--- config.mk ---
export PLATFORM = sky130hd
export DESIGN_NAME = mouse_pos_filter
export DESIGN_NICKNAME = d
export VERILOG_FILES = /design/src/rtl/mouse_pos_filter.sv
export SDC_FILE = /design/constraint.sdc
export NUM_CORES = 1
export LEC_CHECK = 0
export CAP_MARGIN = 20
export CORE_ASPECT_RATIO = 1.5
export CORE_MARGIN = 3
export CORE_UTILIZATION = 50
export CTS_CLUSTER_SIZE = 10
export DETAILED_ROUTE_END_ITERATION = 16
export HOLD_SLACK_MARGIN = 0.06
export PLACE_DENSITY = 0.77
export SETUP_SLACK_MARGIN = 0.2
export SLEW_MARGIN = 40
export SYNTH_ARGS = -nofsm -noshare
export SYNTH_HDL_FRONTEND = slang
export SYNTH_SLANG_ARGS = --single-unit
export TNS_END_PERCENT = 1
--- constraint.sdc ---
create_clock -name clk -period 7.94 [get_ports clk]
set_input_delay 1.985 -clock clk [delete_from_list [all_inputs] [get_ports clk]]
set_output_delay 1.985 -clock clk [all_outputs]
set_load 0.01 [all_outputs]
--- src/rtl/mouse_pos_filter.sv ---
// Per-frame mouse conditioning: latch raw position on vblnk rise, clamp to playfield,
// optionally slew-limit (define MOUSE_SLEW_EN), and debounce the left button into a click.
module mouse_pos_filter #(
  parameter int unsigned X_MIN           = 0,
  parameter int unsigned X_MAX           = 1023,
  parameter int unsigned Y_MIN           = 0,
  parameter int unsigned Y_MAX           = 767,
  parameter int unsigned MAX_STEP        = 16,
  parameter int unsigned DEBOUNCE_FRAMES = 3
) (
  input  logic        clk,
  input  logic        rst,
  input  logic [11:0] xpos_raw,
  input  logic [11:0] ypos_raw,
  input  logic        left_raw,
  input  logic        vblnk,
  output logic [11:0] xpos,
  output logic [11:0] ypos,
  output logic        pos_valid,
  output logic        left_click
);

  localparam int unsigned W  = 12;
  localparam int unsigned CW = $clog2(DEBOUNCE_FRAMES + 1);
  localparam logic [W-1:0]  X_LO  = W'(X_MIN);
  localparam logic [W-1:0]  X_HI  = W'(X_MAX);
  localparam logic [W-1:0]  Y_LO  = W'(Y_MIN);
  localparam logic [W-1:0]  Y_HI  = W'(Y_MAX);
  localparam logic [W-1:0]  X_RST = W'((X_MIN + X_MAX) / 2);
  localparam logic [W-1:0]  Y_RST = W'((Y_MIN + Y_MAX) / 2);
  localparam logic [CW-1:0] CNT_MAX = CW'(DEBOUNCE_FRAMES);

  if (DEBOUNCE_FRAMES == 0) begin : g_bad_debounce
    $error("DEBOUNCE_FRAMES must be at least 1");
  end
  if (MAX_STEP == 0) begin : g_bad_step
    $error("MAX_STEP must be at least 1");
  end

  typedef enum logic [1:0] {S_IDLE, S_CLAMP, S_UPDATE} state_t;

  state_t        state_q, state_d;
  logic          vblnk_q;
  logic          frame_tick_c;
  logic [W-1:0]  x_cap_q, x_cap_d, y_cap_q, y_cap_d;
  logic          left_cap_q, left_cap_d;
  logic [W-1:0]  tx_q, tx_d, ty_q, ty_d;
  logic [W-1:0]  xpos_q, xpos_d, ypos_q, ypos_d;
  logic          pos_valid_q, pos_valid_d;
  logic          left_click_q, left_click_d;
  logic [CW-1:0] cnt_q, cnt_d;
  logic          armed_q, armed_d;

  function automatic logic [W-1:0] clamp(input logic [W-1:0] v, input logic [W-1:0] lo,
                                         input logic [W-1:0] hi);
    if (v <= lo)      return lo;
    else if (v >= hi) return hi;
    else              return v;
  endfunction

`ifdef MOUSE_SLEW_EN
  // Both cur and tgt lie inside the bounds, so a capped step can never leave them.
  function automatic logic [W-1:0] slew(input logic [W-1:0] cur, input logic [W-1:0] tgt);
    logic signed [W:0] d;
    logic signed [W:0] step;
    d    = $signed({1'b0, tgt}) - $signed({1'b0, cur});
    step = $signed((W+1)'(MAX_STEP));
    if (d > step)       return W'(cur + W'(MAX_STEP));
    else if (d < -step) return W'(cur - W'(MAX_STEP));
    else                return tgt;
  endfunction
`endif

  assign frame_tick_c = vblnk & ~vblnk_q;

  always_comb begin
    state_d      = state_q;
    x_cap_d      = x_cap_q;
    y_cap_d      = y_cap_q;
    left_cap_d   = left_cap_q;
    tx_d         = tx_q;
    ty_d         = ty_q;
    xpos_d       = xpos_q;
    ypos_d       = ypos_q;
    cnt_d        = cnt_q;
    armed_d      = armed_q;
    pos_valid_d  = 1'b0;
    left_click_d = 1'b0;
    unique case (state_q)
      S_IDLE: begin
        if (frame_tick_c) begin
          x_cap_d    = xpos_raw;
          y_cap_d    = ypos_raw;
          left_cap_d = left_raw;
          state_d    = S_CLAMP;
        end
      end
      S_CLAMP: begin
        tx_d    = clamp(x_cap_q, X_LO, X_HI);
        ty_d    = clamp(y_cap_q, Y_LO, Y_HI);
        state_d = S_UPDATE;
      end
      S_UPDATE: begin
`ifdef MOUSE_SLEW_EN
        xpos_d = slew(xpos_q, tx_q);
        ypos_d = slew(ypos_q, ty_q);
`else
        xpos_d = tx_q;
        ypos_d = ty_q;
`endif
        pos_valid_d = 1'b1;
        // Click fires once when the press run first reaches the threshold.
        if (!left_cap_q) begin
          cnt_d   = '0;
          armed_d = 1'b1;
        end else begin
          if (cnt_q != CNT_MAX) cnt_d = cnt_q + CW'(1);
          if ((cnt_d == CNT_MAX) && armed_q) begin
            left_click_d = 1'b1;
            armed_d      = 1'b0;
          end
        end
        state_d = S_IDLE;
      end
      default: state_d = S_IDLE;
    endcase
  end

  always_ff @(posedge clk or posedge rst) begin
    if (rst) begin
      state_q      <= S_IDLE;
      vblnk_q      <= 1'b0;
      x_cap_q      <= '0;
      y_cap_q      <= '0;
      left_cap_q   <= 1'b0;
      tx_q         <= '0;
      ty_q         <= '0;
      xpos_q       <= X_RST;
      ypos_q       <= Y_RST;
      pos_valid_q  <= 1'b0;
      left_click_q <= 1'b0;
      cnt_q        <= '0;
      armed_q      <= 1'b1;
    end else begin
      state_q      <= state_d;
      vblnk_q      <= vblnk;
      x_cap_q      <= x_cap_d;
      y_cap_q      <= y_cap_d;
      left_cap_q   <= left_cap_d;
      tx_q         <= tx_d;
      ty_q         <= ty_d;
      xpos_q       <= xpos_d;
      ypos_q       <= ypos_d;
      pos_valid_q  <= pos_valid_d;
      left_click_q <= left_click_d;
      cnt_q        <= cnt_d;
      armed_q      <= armed_d;
    end
  end

  assign xpos       = xpos_q;
  assign ypos       = ypos_q;
  assign pos_valid  = pos_valid_q;
  assign left_click = left_click_q;

endmodule
==> metrics.csv, run 1 <==
stage,metric,value,unit
placement,Port-buffer cells,53,
routing,M1 WL,2.34,mm
routing,average wire per standard cell,13.9,µm
cts,CTS Buf Count,9,
pwr,power per standard cell area,293,nW/µm²
logic_synthesis,Compound-Gate Fraction of Synth Area,5.75,%
worst_setup_path,buffers plus inverters on the worst setup path,1,
routing,WL final,5.54,mm
placement,placed cell count,382,
cts,post-cts hold buffer count,0,
logic_synthesis,Post-Synth Simple-Gate Area,16.5,%
placement,post-place setup slack,4.38,ns
logic_synthesis,register bit total from synthesis,81,
grt,Total GRT Usage,17.3,%
worst_setup_path,Worst Setup Start Kind,register,
finish,ant diodes,0,
job,max_cap viols,0,
timing,Fin. Hold Viols,0,
cts,Worst-Skew Late Latency,0.34,ns
logic_synthesis,Mapped Nets,293,
logic_synthesis,biggest area consumer among synthesized cells,dfrtp_1,
grt,total congestion overflow,0,
routing,post-route ant nets,0,
routing,via count,2044,
routing,Remaining DRCs,0,
floorplanning,cell row count,34,
floorplanning,Die Span Y,102,µm
logic_synthesis,synth unique cells,25,
finish,"commonest non-fill, non-tap cell in the layout",nand2_1,
timing,relative slew slack,48.4,%
floorplanning,die area,7180,µm²
logic_synthesis,Post-Synthesis Cells,265,
cts,"Clk pin slew, worst setup/hold paths",0.08,ns
logic_synthesis,post-synthesis mux area share,9.11,%
floorplanning,die width,70.2,µm
grt,initial antenna violation count,0,
logic_synthesis,Ys Warns,0,
worst_setup_path,CP Max Fanout,2,
worst_setup_path,max incr delay on CP,0.55,ns
routing,Met2 Wirelength,2.83,mm
hold_path,worst min path class,reg -> reg,
finish,layout cell share with drive strength beyond 1,19.3,%
logic_synthesis,Adder-Cell Fraction of Synth Area,0,%
logic_synthesis,largest family of logic cells by synthesized area,simple AND/OR/NAND/NOR gates,
timing,RSZ-0062 raised after global routing,no,
floorplanning,I/O pin cnt,54,
routing,vias per std cell,5.14,
finish,Final Net Count,349,
worst_setup_path,Worst EP arrival,1.43,ns
grt,largest net degree at the start of global routing,82,
cts,# clock sinks,81,
worst_setup_path,"CP delay by family, top",flip-flops,
finish,FILL cells,459,
logic_synthesis,Avg Inst Size Synth,11.7,µm²
cts,post_cts resized,0,
grt,global-route wire length before repair,9.66,mm
pwr,Final Power,1140,µW
pwr,cell leakage power,0.00172,µW
routing,Detailed Route Iter0 Violations,102,
timing,Setup Skew,0.00335,ns
timing,Final Setup Violations,0,
timing,min Tclk post-route,3.41,ns
placement,global placer's final weighted congestion,0.713,
routing,Top Layer Used,met4,
timing,Max Clock Freq,0.293,GHz
cts,CTS tree,yes,
timing,final worst slack,4.53,ns
floorplanning,Initial Util,52.3,%
finish,"commonest cells after routing, fill and taps aside","nand2_1, dfrtp_1, clkdlybuf4s50_1",
cts,post-CTS setup buffer count,0,
logic_synthesis,post-synthesis xor/xnor area fraction,0,%
worst_setup_path,CP Capture Type,output pin,
finish,final non-filler cell total,398,
logic_synthesis,"top cells by area, synth","dfrtp_1, dfstp_2, nand2_1, mux2_2, o22a_1",
worst_setup_path,CP required,5.96,ns
logic_synthesis,sequential share of the synthesized area,66.3,%
timing,setup TNS,0,ns
timing,Final Slew Violations,0,
timing,Worst-Margin Slew,0.769,ns
worst_setup_path,Worst path slowest cell,dfstp_2,
timing,period utilization,42.9,%
grt,vias in the first global route,2039,
pwr,VDD IR max,0.187,mV
logic_synthesis,top cell type's share of synthesized area,51.0,%
worst_setup_path,Critical Setup Path Class,reg -> out,
placement,Post-DP HPWL,3.79,mm
worst_setup_path,CP cell instances,clkdlybuf4s50_1,
logic_synthesis,Mapped Area,3090,µm²
outcome,run status,"complete, no violations",
routing,met3 routed WL,295,µm
cts,clk root buf,clkbuf_8,
routing,Pre-antenna DRT Iters,5,
cts,H-tree levels,3,
finish,Synth-to-Final Area Change,25.7,%
floorplanning,core footprint,5910,µm²
cts,clock buffer depth,2,
-- layer usage --
layer,global-route usage (%),vias to the layer above
met5,0,-
met4,6.49,0
met3,4.92,8
met2,28.8,52
met1,21.6,990
li1,-,994
-- logic make-up (layout without fill, tap and decap cells) --
group,after synthesis,count (layout)
multiplexers,25,25
AO/OA/AOI/OAI,26,26
flip-flops,81,81
buffers and inverters,14,75
AND/OR/NAND/NOR,119,119
-- cells in the mapped netlist --
library cell,count
a21o_1,1
a21oi_1,1
a41o_1,1
and2_1,4
buf_1,1
buf_2,4
buf_6,2
clkbuf_1,3
clkinv_1,1
dfrtp_1,63
dfstp_2,18
inv_1,3
mux2_2,25
nand2_1,88
nand2b_1,2
nand3_1,1
nand4_1,3
nor2_1,8
nor3_1,9
nor4_1,2
nor4b_4,1
o21a_1,1
o21ai_0,12
o22a_1,10
or3_1,1
-- through the flow --
| stage | hold WS [ns] | util, % | instance area, µm² |
|---|---|---|---|
| global placement | 0.446 | 62.1 | 3670 |
| floorplan | 0.430 | - | 3090 |
| detailed placement | 0.450 | 62.2 | 3680 |
| finish | 0.460 | 65.7 | 3890 |
| CTS | 0.463 | 65.7 | 3890 |
| global route | 0.475 | 65.7 | 3890 |
-- power breakdown --
| group | total [µW] | switching [µW] | internal (µW) | leakage (µW) |
|---|---|---|---|---|
| sequential | 595 | 65.9 | 529 | 0.000940 |
| combinational | 227 | 95.7 | 131 | 0.000676 |
| clock | 316 | 141 | 175 | 0.000106 |
| total | 1140 | 302 | 836 | 0.00172 |
-- layout make-up --
cell class,count,area (µm²),area share [%]
well taps,72,90.1,2.32
multi-input cells,170,971,25.0
clock inverters,6,82.6,2.12
flip-flops and latches,81,2050,52.7
repair buffers,55,549,14.1
clock buffers,10,128,3.28
inverters,4,16.3,0.419
-- worst reg2reg max path, stage by stage, from the launching register on --
cell and delay [ns]:
dfrtp_1 0.40, nand2b_2 0.49, clkinv_1 0.78, a21oi_1 0.38
nor2_1 0.06
-- state kept, by name, summed over array words and instances (netlist names) --
| register | cells |
|---|---|
| tx_q | 12 |
| ty_q | 12 |
| x_cap_q | 12 |
| xpos | 12 |
| y_cap_q | 12 |
| ypos | 12 |
| cnt_q | 2 |
| state_q | 2 |
| armed_q | 1 |
| left_cap_q | 1 |
| left_click | 1 |
| pos_valid | 1 |
| vblnk_q | 1 |
-- worst paths after layout --
kind / startpoint / end / slack (ns) / cells after the start
max: xpos[5]$_DFFE_PP1P_ / xpos[5] / 4.53 / 1
min: xpos[2]$_DFFE_PP1P_ / xpos[2]$_DFFE_PP1P_ / 0.46 / 2
max reg2reg: state_q[0]$_DFFE_PP0P_ / cnt_q[1]$_DFFE_PP0P_ / 5.72 / 4
min reg2reg: xpos[2]$_DFFE_PP1P_ / xpos[2]$_DFFE_PP1P_ / 0.46 / 2
max in group asynchronous: rst / ypos[11]$_DFFE_PP0P_ / 5.33 / 3
min in group asynchronous: rst / pos_valid$_DFF_PP0_ / 2.13 / 3
(Power assumes the default switching activity.)
==> run 2, diff against run 1 <==
CORE_UTILIZATION = 47   (was 50)
PLACE_DENSITY = 0.76   (was 0.77)
clock period = 2.8 ns   (was 7.94 ns; I/O delays follow)
==> metrics.csv, run 2 (synthesis results as in run 1) <==
stage,metric,value,unit
timing,setup TNS,0,ns
grt,total congestion overflow,0,
grt,vias in the first global route,2091,
pwr,Flop pwr share,54.1,%
floorplanning,Initial Util,49.4,%
worst_setup_path,Worst Setup Start Kind,register,
finish,Synth-to-Final Area Change,26.4,%
pwr,Clk pwr share,25.1,%
pwr,Psw,836,µW
pwr,Combinational Power Share,20.8,%
worst_setup_path,max incr delay on CP,0.54,ns
hold_path,hold endpoint,ypos[8]$_DFFE_PP1P_,
worst_setup_path,buffers plus inverters on the worst setup path,1,
routing,post-route ant nets,0,
routing,Pre-antenna DRT Iters,4,
timing,Final Slew Violations,0,
grt,Total GRT Usage,16.0,%
worst_setup_path,Worst path slowest cell,dfstp_2,
routing,vias per std cell,5.09,
placement,global placer's final weighted congestion,0.773,
finish,"commonest non-fill, non-tap cell in the layout",nand2_1,
worst_setup_path,CP cell instances,clkdlybuf4s50_1,
cts,CTS tree,yes,
worst_setup_path,FF-to-FF End,ty_q[1]$_DFFE_PP0N_,
pwr,Net Sw Frac,26.9,%
pwr,cell leakage power,0.00173,µW
timing,Max Clock Freq,0.475,GHz
floorplanning,I/O pin cnt,54,
routing,WL final,5.48,mm
grt,met3 Use GR,4.10,%
routing,Remaining DRCs,0,
worst_setup_path,Critical Setup Path Class,reg -> out,
floorplanning,cell row count,35,
grt,global-route wire length before repair,9.60,mm
cts,CTS Buf Count,9,
timing,Fin. Hold Viols,0,
finish,final non-filler cell total,403,
cts,clk root buf,clkbuf_8,
grt,largest net degree at the start of global routing,31,
hold_path,hold path startpoint,ypos[8]$_DFFE_PP1P_,
placement,Port-buffer cells,53,
cts,post_cts resized,0,
timing,relative slew slack,52.6,%
cts,# clock sinks,81,
finish,"commonest cells after routing, fill and taps aside","nand2_1, dfrtp_1, clkdlybuf4s50_1",
floorplanning,core footprint,6260,µm²
pwr,internal power,2270,µW
cts,post-CTS setup buffer count,0,
routing,average wire per standard cell,13.6,µm
worst_setup_path,FF-to-FF setup slack,0.95,ns
grt,Most Crowded Layer GR,met2,
worst_setup_path,Worst EP arrival,1.41,ns
worst_setup_path,CP required,2.10,ns
worst_setup_path,worst reg-to-reg path cell count,5,
hold_path,worst min path class,reg -> reg,
hold_path,hold path depth,2,
grt,initial antenna violation count,0,
cts,H-tree levels,3,
finish,Final Net Count,352,
finish,ant diodes,0,
timing,Worst-Margin Slew,0.707,ns
floorplanning,Die Span Y,105,µm
cts,Worst-Skew Late Latency,0.34,ns
placement,Post-DP HPWL,3.87,mm
cts,post-cts hold buffer count,0,
finish,layout cell share with drive strength beyond 1,19.8,%
pwr,VDD IR max,0.324,mV
job,max_cap viols,0,
worst_setup_path,RR Startpoint,state_q[1]$_DFFE_PP0P_,
placement,placed cell count,387,
timing,Setup Skew,0.0105,ns
worst_setup_path,CP Max Fanout,2,
outcome,run status,"complete, no violations",
grt,GR Util met1,21.2,%
timing,Final Setup Violations,0,
pwr,power per standard cell area,795,nW/µm²
worst_setup_path,CP Capture Type,output pin,
routing,Detailed Route Iter0 Violations,124,
grt,met2 Usage GRT,24.9,%
timing,period utilization,75.3,%
cts,clock buffer depth,2,
floorplanning,die width,72.2,µm
timing,RSZ-0062 raised after global routing,no,
pwr,Final Power,3110,µW
timing,min Tclk post-route,2.11,ns
routing,via count,2051,
worst_setup_path,"CP delay by family, top",flip-flops,
floorplanning,die area,7600,µm²
cts,"Clk pin slew, worst setup/hold paths",0.07,ns
-- run 2: metal layers --
metal	share of wire, %	wire, µm
met1	45	2460
met2	49	2690
met3	4.4	241
met4	1.6	90
met5	0	0
-- run 2: power groups by stage --
stage	clock (µW)	sequential, µW	combinational [µW]
2_1_floorplan	0	1710	313
3_3_place_gp	0	1690	636
3_5_place_dp	0	1700	655
4_1_cts	796	1680	659
5_1_grt	852	1720	720
6_report	778	1680	647
-- run 2: worst max path at each step --
stage                   startpoint                     end  slack (ns)  depth (start not counted)
2_1_floorplan                vblnk  x_cap_q[0]$_DFFE_PP0P_        1.05                          3
3_3_place_gp                 vblnk  y_cap_q[6]$_DFFE_PP0P_        0.59                          4
3_5_place_dp                 vblnk  x_cap_q[8]$_DFFE_PP0P_        0.58                          4
4_1_cts        xpos[4]$_DFFE_PP1P_                 xpos[4]        0.66                          1
5_1_grt        xpos[4]$_DFFE_PP1P_                 xpos[4]        0.64                          1
6_report       xpos[4]$_DFFE_PP1P_                 xpos[4]        0.69                          1
-- run 2: cell type report --
type                       count  area, µm²
fill                         520       2360
sequential                    81       2050
multi-input combinational    170        968
timing repair buffer          58        593
clock buffer                  13        169
tap                           74       92.6
inverter                       4       18.8
clock inverter                 3       15.0
-- run 2: stage by stage --
step                      cell area [µm²]  hold WS [ns]  utilization, %  setup slack, ns
after floorplan                      3090         0.430               -             1.05
after global placement               3720         0.447            59.4            0.590
after detailed placement             3720         0.448            59.4            0.584
after CTS                            3910         0.460            62.4            0.663
after global routing                 3910         0.469            62.4            0.643
final                                3910         0.455            62.4            0.693
